--- config.mk ---
export PLATFORM = sky130hd
export DESIGN_NAME = cordic_vectoring
export DESIGN_NICKNAME = d
export VERILOG_FILES = /design/src/rtl/cordic_pkg.sv /design/src/rtl/cordic_vec_stage.sv /design/src/rtl/cordic_vectoring.sv
export SDC_FILE = /design/constraint.sdc
export NUM_CORES = 2
export LEC_CHECK = 0
export CAP_MARGIN = 20
export CORE_MARGIN = 4
export CORE_UTILIZATION = 55
export DETAILED_ROUTE_END_ITERATION = 16
export PLACE_DENSITY = 0.77
export SLEW_MARGIN = 10
export SYNTH_ARGS = -nofsm -noshare
export SYNTH_HDL_FRONTEND = slang
export SYNTH_SLANG_ARGS = --single-unit
--- constraint.sdc ---
create_clock -name clk -period 19.3 [get_ports clk]
set_clock_uncertainty 0.2 [all_clocks]
set_input_delay 5.79 -clock clk [delete_from_list [all_inputs] [get_ports clk]]
set_output_delay 5.79 -clock clk [all_outputs]
set_load 0.005 [all_outputs]
--- src/rtl/cordic_pkg.sv ---
`default_nettype none
// +----------------------------------------------------------------------------+
// | cordic_pkg : angle format and arctangent table shared by the CORDIC blocks |
// | Rev 1.0                                                                    |
// +----------------------------------------------------------------------------+
package cordic_pkg;

  localparam int ANGLE_WIDTH  = 20;
  localparam int ATAN_ENTRIES = 16;

  typedef logic [ANGLE_WIDTH-1:0] angle_t;

  localparam angle_t ANGLE_180 = 20'h80000;

  // round(atan(2^-i) / 360 * 2^20)
  localparam angle_t ATAN_TABLE [ATAN_ENTRIES] = '{
    20'd131072, 20'd77376, 20'd40884, 20'd20753,
    20'd10417,  20'd5213,  20'd2607,  20'd1304,
    20'd652,    20'd326,   20'd163,   20'd81,
    20'd41,     20'd20,    20'd10,    20'd5
  };

endpackage
`default_nettype wire

--- src/rtl/cordic_vec_stage.sv ---
`default_nettype none
// +----------------------------------------------------------------------------+
// | cordic_vec_stage : one registered vectoring micro-rotation by 2^-SHIFT     |
// | Rev 1.0                                                                    |
// +----------------------------------------------------------------------------+
module cordic_vec_stage
  import cordic_pkg::*;
#(
  parameter int WIDTH = 14,
  parameter int SHIFT = 0
) (
  input  logic                    clk,
  input  logic                    rst,
  input  logic                    i_en,
  input  logic                    i_valid,
  input  logic                    i_zero,
  input  logic signed [WIDTH-1:0] i_x,
  input  logic signed [WIDTH-1:0] i_y,
  input  angle_t                  i_z,
  output logic                    o_valid,
  output logic                    o_zero,
  output logic signed [WIDTH-1:0] o_x,
  output logic signed [WIDTH-1:0] o_y,
  output angle_t                  o_z
);

  localparam angle_t c_atan = ATAN_TABLE[SHIFT];

  logic                    r_valid;
  logic                    r_zero;
  logic signed [WIDTH-1:0] r_x;
  logic signed [WIDTH-1:0] r_y;
  angle_t                  r_z;

  logic signed [WIDTH-1:0] w_x_sh;
  logic signed [WIDTH-1:0] w_y_sh;
  logic signed [WIDTH-1:0] w_x_nxt;
  logic signed [WIDTH-1:0] w_y_nxt;
  angle_t                  w_z_nxt;

  // Rotate towards the positive x axis, driving y to zero.
  always_comb begin
    w_x_sh = i_x >>> SHIFT;
    w_y_sh = i_y >>> SHIFT;
    if (!i_y[WIDTH-1]) begin
      w_x_nxt = i_x + w_y_sh;
      w_y_nxt = i_y - w_x_sh;
      w_z_nxt = i_z + c_atan;
    end else begin
      w_x_nxt = i_x - w_y_sh;
      w_y_nxt = i_y + w_x_sh;
      w_z_nxt = i_z - c_atan;
    end
  end

  always_ff @(posedge clk or posedge rst) begin
    if (rst) begin
      r_valid <= 1'b0;
      r_zero  <= 1'b0;
      r_x     <= '0;
      r_y     <= '0;
      r_z     <= '0;
    end else if (i_en) begin
      r_valid <= i_valid;
      if (i_valid) begin
        r_zero <= i_zero;
        r_x    <= w_x_nxt;
        r_y    <= w_y_nxt;
        r_z    <= w_z_nxt;
      end
    end
  end

  assign o_valid = r_valid;
  assign o_zero  = r_zero;
  assign o_x     = r_x;
  assign o_y     = r_y;
  assign o_z     = r_z;

endmodule
`default_nettype wire

--- src/rtl/cordic_vectoring.sv ---
`default_nettype none
// +----------------------------------------------------------------------------+
// | cordic_vectoring : pipelined (x,y) -> (K*|v|, atan2(y,x)) converter        |
// | Rev 1.0                                                                    |
// +----------------------------------------------------------------------------+
module cordic_vectoring
  import cordic_pkg::*;
#(
  parameter int DATA_WIDTH = 12,
  parameter int STAGES     = 10
) (
  input  logic                         clk,
  input  logic                         rst,
  input  logic                         in_valid,
  output logic                         in_ready,
  input  logic signed [DATA_WIDTH-1:0] x_in,
  input  logic signed [DATA_WIDTH-1:0] y_in,
  output logic                         out_valid,
  input  logic                         out_ready,
  output logic        [DATA_WIDTH+1:0] mag_out,
  output logic signed [ANGLE_WIDTH-1:0] phase_out
);

  localparam int c_xw = DATA_WIDTH + 2;

  logic                   w_en;
  logic signed [c_xw-1:0] w_x_ext;
  logic signed [c_xw-1:0] w_y_ext;

  logic                   r_valid0;
  logic                   r_zero0;
  logic signed [c_xw-1:0] r_x0;
  logic signed [c_xw-1:0] r_y0;
  angle_t                 r_z0;

  // Index 0 is the pre-rotation register, index i+1 is the output of stage i.
  logic                   w_valid [STAGES+1];
  logic                   w_zero  [STAGES+1];
  logic signed [c_xw-1:0] w_x     [STAGES+1];
  logic signed [c_xw-1:0] w_y     [STAGES+1];
  angle_t                 w_z     [STAGES+1];

  assign w_en     = !out_valid || out_ready;
  assign in_ready = w_en;

  // Widen first so that negating the most negative input cannot overflow.
  assign w_x_ext = {{2{x_in[DATA_WIDTH-1]}}, x_in};
  assign w_y_ext = {{2{y_in[DATA_WIDTH-1]}}, y_in};

  always_ff @(posedge clk or posedge rst) begin
    if (rst) begin
      r_valid0 <= 1'b0;
      r_zero0  <= 1'b0;
      r_x0     <= '0;
      r_y0     <= '0;
      r_z0     <= '0;
    end else if (w_en) begin
      r_valid0 <= in_valid;
      if (in_valid) begin
        r_zero0 <= (x_in == '0) && (y_in == '0);
        if (x_in[DATA_WIDTH-1]) begin
          r_x0 <= -w_x_ext;
          r_y0 <= -w_y_ext;
          r_z0 <= ANGLE_180;
        end else begin
          r_x0 <= w_x_ext;
          r_y0 <= w_y_ext;
          r_z0 <= '0;
        end
      end
    end
  end

  assign w_valid[0] = r_valid0;
  assign w_zero[0]  = r_zero0;
  assign w_x[0]     = r_x0;
  assign w_y[0]     = r_y0;
  assign w_z[0]     = r_z0;

  generate
    for (genvar i = 0; i < STAGES; i++) begin : g_stage
      cordic_vec_stage #(
        .WIDTH (c_xw),
        .SHIFT (i)
      ) u_stage (
        .clk     (clk),
        .rst     (rst),
        .i_en    (w_en),
        .i_valid (w_valid[i]),
        .i_zero  (w_zero[i]),
        .i_x     (w_x[i]),
        .i_y     (w_y[i]),
        .i_z     (w_z[i]),
        .o_valid (w_valid[i+1]),
        .o_zero  (w_zero[i+1]),
        .o_x     (w_x[i+1]),
        .o_y     (w_y[i+1]),
        .o_z     (w_z[i+1])
      );
    end
  endgenerate

  // The zero flag overrides the meaningless angle accumulated for a null vector.
  assign out_valid = w_valid[STAGES];
  assign mag_out   = w_zero[STAGES] ? '0 : w_x[STAGES];
  assign phase_out = w_zero[STAGES] ? '0 : w_z[STAGES];

endmodule
`default_nettype wire

==> out/metrics.yaml <==
layout:
  syn2layout_area_growth_pct: 8.872
  fill_cells: 5763
  nNetsFinal: 4843
  layout-drive-gt1-share_pct: 5.227
  n_antenna_cell: 0
detailed_routing:
  via_count: 30400
  first_pass_iters: 7
  wirelength_um: 81670
  ant_nets: 0
  drc_errors: 0
  drt_iter0_drc: 1865
  drt-vias-per-instance: 5.765
  wl_per_cell_um: 15.49
hold_path:
  min_from: "g_stage[2].u_stage.o_z[2]"
  hp-class: "register to register"
sta:
  fmax_mhz: 71.83
  min_period_over_period_pct: 72.13
  rsz0062_at_grt: "false"
  hold_viol: 0
  worst_slew_pin_slew_ns: 1.067
  setup_violations: 0
  max_slew_margin_pct: 27.85
  fin_crit_ns: 13.92
  drv_slew: 0
  setup_tns_ns: 0
floorplanning:
  ios: 64
  die_x_um: 269.5
  core_um2: 67510
  die-area_um2: 72630
  rows: 95
  start_util_pct: 55.71
  die-height_um: 269.5
synthesis:
  ys_ff_latch: 473
  synth_compound_area_share_pct: 21.26
  yosysWarningCount: 0
  ys.flop_type: "dfrtp_1"
  synthArstFlopShare_pct: 100.0
  synth_top_cell_by_area: "dfrtp_1"
  synth_xor_area_share_pct: 10.62
  ys_types: 87
  synth.area.mux_share_pct: 2.488
  synth_top_family_by_area: "compound AO/OA/AOI/OAI gates"
  ys_top_cells_by_count: "565 x nand2_1, 523 x o21ai_0, 473 x dfrtp_1"
  synthCells: 4357
  synth.most_common_cell: "nand2_1"
  syn-cell-area_um2: 37610
  synth-simple-area-share_pct: 15.30
  synth_area_leaders: "dfrtp_1 31%, ha_1 14%, o21ai_0 7.0%"
  syn_nets: 4840
  synth_edf_count: 0
  yosysSeqAreaShare_pct: 31.47
  yosysTopAreaCellShare_pct: 31.47
  avgSynthCellArea_um2: 8.633
  synthAdderAreaFrac_pct: 15.71
place:
  place_hpwl_um: 61880
  gp_congestion: 0.9090
  portBuffers: 63
global_route:
  met1_usage_pct: 29.35
  grtUsageMet2_pct: 39.01
  top_usage_layer: "met2"
  use_met3_pct: 2.365
  grt-ovfl-total: 0
  grt_use_total_pct: 22.21
  grt_pass1_wl_um: 140500
  antenna_found_initial: 0
  grt_max_degree: 172
  grt_pass1_vias: 29410
worst_setup_path:
  worst-path-buf-inv: 3
  worst_setup_path_start_kind: "input pin"
  r2r-start: "g_stage[2].u_stage.o_x[5]"
  cp_slowest_cell: "nor2b_1"
  critPathKind: "input pin to output port"
  worstPathArrival_ns: 7.93
  critPathLaunch: "out_ready"
  path_max_fanout: 19
  crit_chain: "clkdlybuf4s50_1 -> nor2b_1 -> inv_2 -> clkdlybuf4s50_1"
  critPathTopFamily: "buffers and inverters"
  cp-end-kind: "output port"
  cpPeakStageDelay_ns: 0.68
  path_common_cell: "clkdlybuf4s50_1"
  required_ns: 13.31
cts:
  cts_buffer_depth: 3
  hold_buffers: 0
  postCtsResizedCells: 0
  cts.sink_count: 473
  cts_inserted_buffers: 54
  clkTransAtPathRegs_ns: 0.06
  clockRootBuffer: "clkbuf_16"
  clock_latency_ns: 0.62
  cts_setup_buffers: 0
  tritoncts: "yes"
  htreeDepth: 2
flow_run:
  drv_cap: 0
run_status:
  status: "finished clean"
layer usage:
layer	up-vias	wire length, um
li1	15460	-
met1	14330	37340
met2	476	39630
met3	135	2673
met4	0	2034
met5	-	0
stage by stage:
stage	std cells	instance area, um^2	utilization (%)	setup slack [ns]	hold slack [ns]
finish	5273	40950	60.65	5.379	0.2691
global route	5273	40950	60.65	5.170	0.2999
CTS	5268	40820	60.46	5.395	0.2770
detailed placement	5172	38990	57.75	5.423	0.2642
global placement	5172	38990	57.75	5.470	0.2560
floorplan	4357	37610	-	0.1159	0.2407
kinds of logic (layout without fill, tap and decap cells):
family	count (synthesis)	after routing
buf+inv	312	355
mux	85	85
fa+ha+maj	455	455
simple gates	1259	1259
xor+xnor	456	456
compound gates	1317	1317
flops	473	473
cell type report:
type,count,area [um^2],area share (%)
Clock buffer,71,1495,3.651
Tap cell,873,1092,2.667
Inverter,169,641.9,1.567
Sequential cell,473,11840,28.91
Multi-Input combinational cell,3572,24620,60.11
Timing Repair Buffer,90,938.4,2.292
Clock inverter,25,329.1,0.8036
worst paths after layout:
| kind | endpoint | slack [ns] | cells past startpoint |
|---|---|---|---|
| worst max-delay path | in_ready | 5.38 | 4 |
| worst min-delay path | g_stage[2].u_stage.o_z[2] | 0.27 | 1 |
| worst max register to register | g_stage[3].u_stage.o_y[13] | 15.11 | 12 |
| worst min register to register | g_stage[2].u_stage.o_z[2] | 0.27 | 1 |
| max in group asynchronous | g_stage[6].u_stage.o_y[3] | 11.50 | 5 |
| min in group asynchronous | g_stage[7].u_stage.o_z[0] | 5.40 | 2 |
flip-flops by register name, summed over array words and instances (netlist names):
name and cells:
g_stage.u_stage.o_x 139, g_stage.u_stage.o_y 117, r_zero0 1, r_y0 14, g_stage.u_stage.o_valid 10, r_valid0 1, r_x0 14, g_stage.u_stage.o_z 166
r_z0 1, g_stage.u_stage.o_zero 10
cells in the final DEF (no fill, tap or decap), types with 63 or more instances in the layout:
master and count:
xor2_1 237, nor2_1 261, dfrtp_1 473, a21o_1 132, nor3_1 91, xnor2_1 219
nor2b_1 76, nand2_1 556, clkdlybuf4s50_1 63, inv_1 163, mux2_2 68, o21ai_0 523
ha_1 426, a21oi_1 302
Power is not shown: default switching activity piles up to over one toggle a cycle in this logic, so the estimate is an artifact.
